**src/rtl/audio_pkg.sv**
```systemverilog
// Shared definitions for the audio post-processing path.
package audio_pkg;

    localparam int AUDIO_W    = 24;
    localparam int MAX_LOG2_N = 5;

    typedef logic signed [AUDIO_W-1:0] sample_t;

    // Output-register occupancy of the moving-average stage.
    typedef enum logic {
        ST_EMPTY = 1'b0,
        ST_FULL  = 1'b1
    } ma_state_t;

endpackage

```
**src/rtl/moving_average_channel.sv**
```systemverilog
// One channel of the boxcar filter: circular history, running sum, and the
// registered mean. The write pointer and handshake live in the parent.
module moving_average_channel
    import audio_pkg::*;
#(
    parameter int WIDTH  = AUDIO_W,
    parameter int LOG2_N = 3
) (
    input  logic                     clk,
    input  logic                     reset_n,
    input  logic                     flush,
    input  logic                     acc,
    input  logic [LOG2_N-1:0]        ptr,
    input  logic signed [WIDTH-1:0]  x,
    output logic signed [WIDTH-1:0]  mean
);

    localparam int N  = 1 << LOG2_N;
    localparam int SW = WIDTH + LOG2_N;

    logic signed [WIDTH-1:0] hist [N];
    logic signed [SW-1:0]    sum;
    logic signed [SW-1:0]    sum_next;
    logic signed [SW-1:0]    x_ext;
    logic signed [SW-1:0]    old_ext;
    logic signed [SW-1:0]    shifted;

    // Sum of the last N samples; the oldest (at ptr) is swapped for the new one.
    // |sum| <= N*2^(WIDTH-1), so SW bits never overflow and the mean needs no
    // saturation.
    always_comb begin
        x_ext    = {{LOG2_N{x[WIDTH-1]}}, x};
        old_ext  = {{LOG2_N{hist[ptr][WIDTH-1]}}, hist[ptr]};
        sum_next = sum + x_ext - old_ext;
        shifted  = sum_next >>> LOG2_N;
    end

    // History, running sum and mean register; flush wipes history but lets the
    // (now invalid) mean register hold its last value.
    always_ff @(posedge clk or negedge reset_n) begin
        if (!reset_n) begin
            for (int i = 0; i < N; i++) begin
                hist[i] <= '0;
            end
            sum  <= '0;
            mean <= '0;
        end else if (flush) begin
            for (int i = 0; i < N; i++) begin
                hist[i] <= '0;
            end
            sum <= '0;
        end else if (acc) begin
            hist[ptr] <= x;
            sum       <= sum_next;
            mean      <= shifted[WIDTH-1:0];
        end
    end

endmodule

```
**src/rtl/audio_moving_average.sv**
```systemverilog
// Stereo N-tap boxcar low-pass between the distortion effects and the codec
// write port. One pair in per handshake, one registered averaged pair out.
//
// state    | meaning
// ---------+-----------------------------------------------------------
// ST_EMPTY | output register holds no pending pair, out_valid = 0
// ST_FULL  | output pair pending for the codec, out_valid = 1
module audio_moving_average
    import audio_pkg::*;
#(
    parameter int WIDTH  = AUDIO_W,
    parameter int LOG2_N = 3
) (
    input  logic                     clk,
    input  logic                     reset_n,
    input  logic                     flush,
    input  logic                     in_valid,
    output logic                     in_ready,
    input  logic signed [WIDTH-1:0]  data_left_in,
    input  logic signed [WIDTH-1:0]  data_right_in,
    output logic                     out_valid,
    input  logic                     out_ready,
    output logic signed [WIDTH-1:0]  data_left_out,
    output logic signed [WIDTH-1:0]  data_right_out
);

    ma_state_t         state;
    logic [LOG2_N-1:0] ptr;
    logic              acc;

    // A new pair may enter whenever the output slot is free or being drained;
    // flush deliberately does not gate in_ready, it only drops the pair.
    always_comb begin
        in_ready = ~out_valid | out_ready;
        acc      = in_valid & in_ready & ~flush;
    end

    // Output-slot FSM with registered out_valid and the shared write pointer.
    always_ff @(posedge clk or negedge reset_n) begin
        if (!reset_n) begin
            state     <= ST_EMPTY;
            out_valid <= 1'b0;
            ptr       <= '0;
        end else if (flush) begin
            state     <= ST_EMPTY;
            out_valid <= 1'b0;
            ptr       <= '0;
        end else begin
            if (acc) begin
                ptr <= ptr + LOG2_N'(1);
            end
            case (state)
                ST_EMPTY: begin
                    if (acc) begin
                        state     <= ST_FULL;
                        out_valid <= 1'b1;
                    end
                end
                ST_FULL: begin
                    if (!acc && out_ready) begin
                        state     <= ST_EMPTY;
                        out_valid <= 1'b0;
                    end
                end
                default: begin
                    state     <= ST_EMPTY;
                    out_valid <= 1'b0;
                end
            endcase
        end
    end

    moving_average_channel #(
        .WIDTH  (WIDTH),
        .LOG2_N (LOG2_N)
    ) u_left (
        .clk     (clk),
        .reset_n (reset_n),
        .flush   (flush),
        .acc     (acc),
        .ptr     (ptr),
        .x       (data_left_in),
        .mean    (data_left_out)
    );

    moving_average_channel #(
        .WIDTH  (WIDTH),
        .LOG2_N (LOG2_N)
    ) u_right (
        .clk     (clk),
        .reset_n (reset_n),
        .flush   (flush),
        .acc     (acc),
        .ptr     (ptr),
        .x       (data_right_in),
        .mean    (data_right_out)
    );

endmodule

```
**config.mk**
```make
export PLATFORM = sky130hd
export DESIGN_NAME = audio_moving_average
export DESIGN_NICKNAME = d
export VERILOG_FILES = /design/src/rtl/audio_pkg.sv /design/src/rtl/moving_average_channel.sv /design/src/rtl/audio_moving_average.sv
export SDC_FILE = /design/constraint.sdc
export NUM_CORES = 1
export LEC_CHECK = 0
export CAP_MARGIN = 10
export CORE_MARGIN = 5
export CORE_UTILIZATION = 51
export DETAILED_ROUTE_END_ITERATION = 8
export HOLD_SLACK_MARGIN = 0.03
export PLACE_DENSITY_LB_ADDON = 0.08
export REMOVE_ABC_BUFFERS = 1
export SETUP_SLACK_MARGIN = 0.5
export SLEW_MARGIN = 5
export SYNTH_ARGS = -nofsm -noshare
export SYNTH_HDL_FRONTEND = slang
export SYNTH_HIERARCHICAL = 1
export SYNTH_SLANG_ARGS = --single-unit
```
**constraint.sdc**
```tcl
create_clock -name clk -period 9.1 [get_ports clk]
set_input_delay 2.275 -clock clk [delete_from_list [all_inputs] [get_ports clk]]
set_output_delay 2.275 -clock clk [all_outputs]
set_load 0.01 [all_outputs]
```
# Word-level counts from Yosys, hierarchy flattened
# Cells that the tools add are included.
dict set report totals {
  reg_bits 491
  out_inout_bits 50
  elab_cells 73
}
dict set report classes {
  add_sub_neg 5
  n_lt_le_gt_ge 2
  n_eq_ne 2
  muxes 28
  bitwise_logic 7
  n_reduce_logical 6
}
# operator n
set op_table {}
lappend op_table {{$mux W192} 4}
lappend op_table {{$bwmux W192} 2}
lappend op_table {{$bmux W24 S3} 2}
lappend op_table {{$mux W24} 5}
lappend op_table {{$mux W27} 4}
lappend op_table {{$demux W24 S3} 1}
lappend op_table {{$add A27 B24 Y27} 2}
lappend op_table {{$sub A27 B24 Y27} 2}
lappend op_table {{$mux W1} 6}
lappend op_table {{$mux W3} 2}
lappend op_table {{$ge A4 B4 Y1 const B} 1}
lappend op_table {{$lt A4 B1 Y1 const B} 1}
lappend op_table {{$not A3 Y4} 1}
lappend op_table {{$pmux W1 S2} 2}
lappend op_table {{$reduce_and A2 Y1} 2}
lappend op_table {{$add A3 B1 Y3 const B} 1}
lappend op_table {{$ne A3 B2 Y1 const B} 1}
lappend op_table {{$ne A3 B3 Y1 const B} 1}
lappend op_table {{$not A1 Y1} 3}
lappend op_table {{$and A1 B1 Y1} 2}
lappend op_table {{$logic_and A1 B1 Y1} 2}
lappend op_table {{$reduce_bool A2 Y1} 1}
lappend op_table {{$logic_not A1 Y1} 1}
lappend op_table {{$or A1 B1 Y1} 1}

# Longest topological paths before layout
dict set report depth {
  ltp_word 9
  mapped_depth 17
  ltp_nobuf 15
}

# Modules after synthesis
# Netlist, hierarchy kept.
# mod instances cells_each area_per_inst_um2
set by_module_without_submodules {}
lappend by_module_without_submodules {{moving_average_channel (u_right)} 1 1518 12887.4}
lappend by_module_without_submodules {{moving_average_channel (u_left)} 1 1518 12856.1}
lappend by_module_without_submodules {audio_moving_average 1 28 274.0}

# Worst setup path after synthesis
# OpenSTA, ideal clock, no wires.
dict set report synth_path {
  path_kind {input to register}
  from {input port data_left_in[1]}
  to {register u_left.mean[23]}
  arrival_time_ns 5.199
  slack_ns 3.776
  path_stages 12
  path_buffers 1
  cell_sequence {clkbuf_1 inv_1 fa_1 inv_1 fa_1 a211oi_2 o211ai_2 a211oi_2 nor4_1 nor2_2 xnor3_1 mux2_2}
}
dict set report synth_via {
  elab_chain_cells 2
}
# item line
set synth_lines {}
lappend synth_lines {{start: declaration} audio_moving_average.sv:19} ;# input logic signed [WIDTH-1:0] data_left_in,
lappend synth_lines {{$add A27 B24 Y27} moving_average_channel.sv:34} ;# sum_next = sum + x_ext - old_ext;
lappend synth_lines {{$sub A27 B24 Y27} moving_average_channel.sv:34}
lappend synth_lines {{end signal: assignment} moving_average_channel.sv:55} ;# mean <= shifted[WIDTH-1:0];
lappend synth_lines {{end: declaration} moving_average_channel.sv:15} ;# output logic signed [WIDTH-1:0] mean
# No other way between the ends.
# A chain may end at the register's enable or synchronous reset.

# Worst setup path after layout
dict set report layout_path {
  from {input port out_ready}
  to {output port in_ready}
}
dict set report layout_via {
  elab_chain_cells 1
}
# item line
set layout_lines {}
lappend layout_lines {{start: declaration} audio_moving_average.sv:22} ;# input logic out_ready,
lappend layout_lines {{$or A1 B1 Y1} audio_moving_average.sv:34} ;# in_ready = ~out_valid | out_ready;
lappend layout_lines {{end: declaration} audio_moving_average.sv:18} ;# output logic in_ready,
# No other way between the ends.

==> results.json <==
{
  "status": "finished clean",
  "diodes": 0,
  "grt_pass1_vias": 21700,
  "critical_path_class": "in -> out",
  "ys_top_cells_by_count": "nand2_1, dfrtp_1, a21oi_1",
  "final_nets": 3194,
  "die_height_um": 236,
  "skew_ns": 0.0140,
  "std_cell_rows": 82,
  "yosysSeqAreaShare_pct": 47.2,
  "port_buffers": 102,
  "yosysMostFrequentCell": "nand2_1",
  "numCtsBuffers": 55,
  "min_path_type": "reg -> reg",
  "clockRootBuffer": "clkbuf_16",
  "gr-total-overflow": 0,
  "post_cts_resized": 0,
  "tightest_slew_ns": 1.12,
  "hold_viol": 0,
  "synth_largest_area_cell": "dfrtp_1",
  "finish.utilization_pct": 58.2,
  "place_area_sq_um": 27500,
  "syn_avg_cell_area_sq_um": 8.49,
  "n_fill_cell": 4607,
  "drc": 0,
  "ys.flop_type": "dfrtp_1",
  "setup_violations": 0,
  "cp.required_ns": 6.83,
  "routedWlPerCell_um": 21.4,
  "max_freq_mhz": 174,
  "min_period_ns": 5.75,
  "clk_pin_slew_worst_paths_ns": 0.06,
  "drt-total-wl_mm": 79.9,
  "cap_viol_max_count": 0,
  "gp_congestion": 0.893,
  "synth_top_area_share_pct": 47.2,
  "clock-sinks": 491,
  "clk_latency_ns": 0.62,
  "ir_worst_vdd_mv": 0.145,
  "antenna_found_initial": 2,
  "vias_per_cell": 5.93,
  "hpwl_mm": 49.3,
  "core_area_sq_um": 50300,
  "grt_max_degree": 164,
  "via_count": 22200,
  "slew_headroom_pct": 25.3,
  "synth-seq-cells": 491,
  "power.density_nw_per_um2": 229,
  "dr.pass1.iters": 6,
  "ant_nets": 0,
  "hold_ws_ns": 0.471,
  "initial_core_util_pct": 51.8,
  "period_share_pct": 63.2,
  "synthDistinctLibCells": 73,
  "fin_tns_setup_ns": 0,
  "syn-cell-area_sq_um": 26000,
  "drive_gt1_share_pct": 5.97,
  "htreeDepth": 2,
  "grt_usage_pct": 27.9,
  "yosysWarnings": 6,
  "syn_inst": 3064,
  "rsz0062_at_grt": "false",
  "total_power_mw": 6.70,
  "start_kind": "input port",
  "drv_slew": 0,
  "dieArea_sq_um": 55600,
  "grt_pass1_wl_mm": 124,
  "async_flop_share_pct": 100,
  "first_iter_violations": 2282,
  "die_x_um": 236,
  "io_pins": 103,
  "arrival_ns": 3.48,
  "p_leak_nw": 12.6,
  "synth_edf_count": 0,
  "post_cts_buffers": 0,
  "postLayoutCellArea_sq_um": 29300,
  "hold_buffers": 0,
  "synth_area_leaders": "dfrtp_1, nand2_1, a21oi_1",
  "cts_buffer_depth": 3,
  "cts_tree": "built",
  "critPathCaptureType": "output port",
  "cp_max_fo": 6,
  "syn2layout_area_growth_pct": 12.5
}
==> worst max-delay path, stage by stage <==
cell             delay, ns
clkdlybuf4s50_1       0.50
nand2b_4              0.17
clkdlybuf4s50_1       0.54
==> final cells by class <==
class	instances	area, sq um	share of cell area [%]
sequential	491	12300	42.0
multi-input combinational	2124	12100	41.3
clock buffer	80	1630	5.58
timing repair buffer	159	1500	5.11
tap	672	841	2.87
inverter	201	754	2.58
clock inverter	11	174	0.594
==> state kept, by name, summed over array words and instances (netlist names) <==
register,flops
out_valid,1
state,1
u_left/mean,24
u_right/mean,24
u_left/sum,27
ptr,3
u_right/sum,27
u_left/hist,192
u_right/hist,192
==> routing by layer <==
metal	part of all wire [%]	routed length, um	global-route usage (%)
met5	0.026	21	0
met2	44	35500	42.1
met1	43	34300	40.3
met4	2.4	1910	7.37
met3	10	8110	7.67
==> power breakdown <==
| part | internal [mW] | switching (mW) | total (mW) | leakage [nW] |
|---|---|---|---|---|
| sequential | 2.36 | 0.102 | 2.46 | 6.74 |
| clock | 1.34 | 0.912 | 2.26 | 0.892 |
| combinational | 0.811 | 1.17 | 1.99 | 4.93 |
| total | 4.51 | 2.19 | 6.70 | 12.6 |
==> through the flow <==
step	worst slack, ns	std cells
after global routing	3.19	3738
after detailed placement	2.89	3647
after CTS	3.33	3738
after floorplan	1.65	2816
final	3.35	3738
after global placement	2.88	3647
==> cells in the final DEF, fill, tap and decap left out, types with 6 or more instances in the layout <==
| master | synthesis | routed |
|---|---|---|
| o21ai_0 | 45 | 45 |
| a21o_1 | 11 | 11 |
| mux2i_1 | 25 | 25 |
| xor2_1 | 9 | 9 |
| buf_4 | 0 | 54 |
| nand2b_1 | 11 | 11 |
| o21bai_1 | 8 | 8 |
| nand2_1 | 929 | 929 |
| o21a_1 | 8 | 8 |
| a21oi_1 | 435 | 435 |
| xnor2_1 | 39 | 39 |
| a22oi_1 | 187 | 187 |
| o22ai_1 | 6 | 6 |
| and2_0 | 8 | 8 |
| and2_1 | 13 | 12 |
| clkbuf_8 | 0 | 12 |
| inv_1 | 201 | 201 |
| o211ai_1 | 9 | 9 |
| dfrtp_1 | 491 | 491 |
| and3_1 | 7 | 6 |
| nand4_1 | 53 | 53 |
| nor2_1 | 72 | 67 |
| clkdlybuf4s50_1 | 0 | 100 |
| mux2_2 | 7 | 7 |
| ha_1 | 57 | 57 |
| a31oi_1 | 6 | 6 |
| fa_1 | 52 | 52 |
| nand3_1 | 15 | 15 |
| clkbuf_1 | 219 | 11 |
| clkbuf_16 | 0 | 57 |
| a22o_1 | 7 | 7 |
| a211oi_1 | 19 | 19 |
| nor3_1 | 10 | 8 |
==> logic make-up after synthesis <==
| kind of cell | Yosys count | share of synthesized area, % |
|---|---|---|
| flip-flops | 491 | 47.2 |
| multiplexers | 32 | 1.26 |
| buffers and inverters | 449 | 6.59 |
| AND/OR/NAND/NOR | 1143 | 18.0 |
| AO/OA/AOI/OAI | 791 | 18.5 |
| XOR/XNOR | 49 | 1.70 |
| adder cells (fa/ha/maj) | 109 | 6.74 |
==> path summary, 6_finish.rpt <==
kind	slack (ns)	startpoint	depth (start not counted)	to
max	3.35	out_ready	3	in_ready
min	0.47	u_right/mean[0]$_DFFE_PN0P_	2	u_right/mean[0]$_DFFE_PN0P_
max reg2reg	3.77	ptr[1]$_DFFE_PN0P_	15	u_left/mean[21]$_DFFE_PN0P_
min reg2reg	0.47	u_right/mean[0]$_DFFE_PN0P_	2	u_right/mean[0]$_DFFE_PN0P_
max in group asynchronous	6.02	reset_n	2	u_right/sum[19]$_DFFE_PN0P_
min in group asynchronous	1.70	reset_n	1	u_left/hist[16]$_DFFE_PN0P_
(Power assumes the default switching activity.)
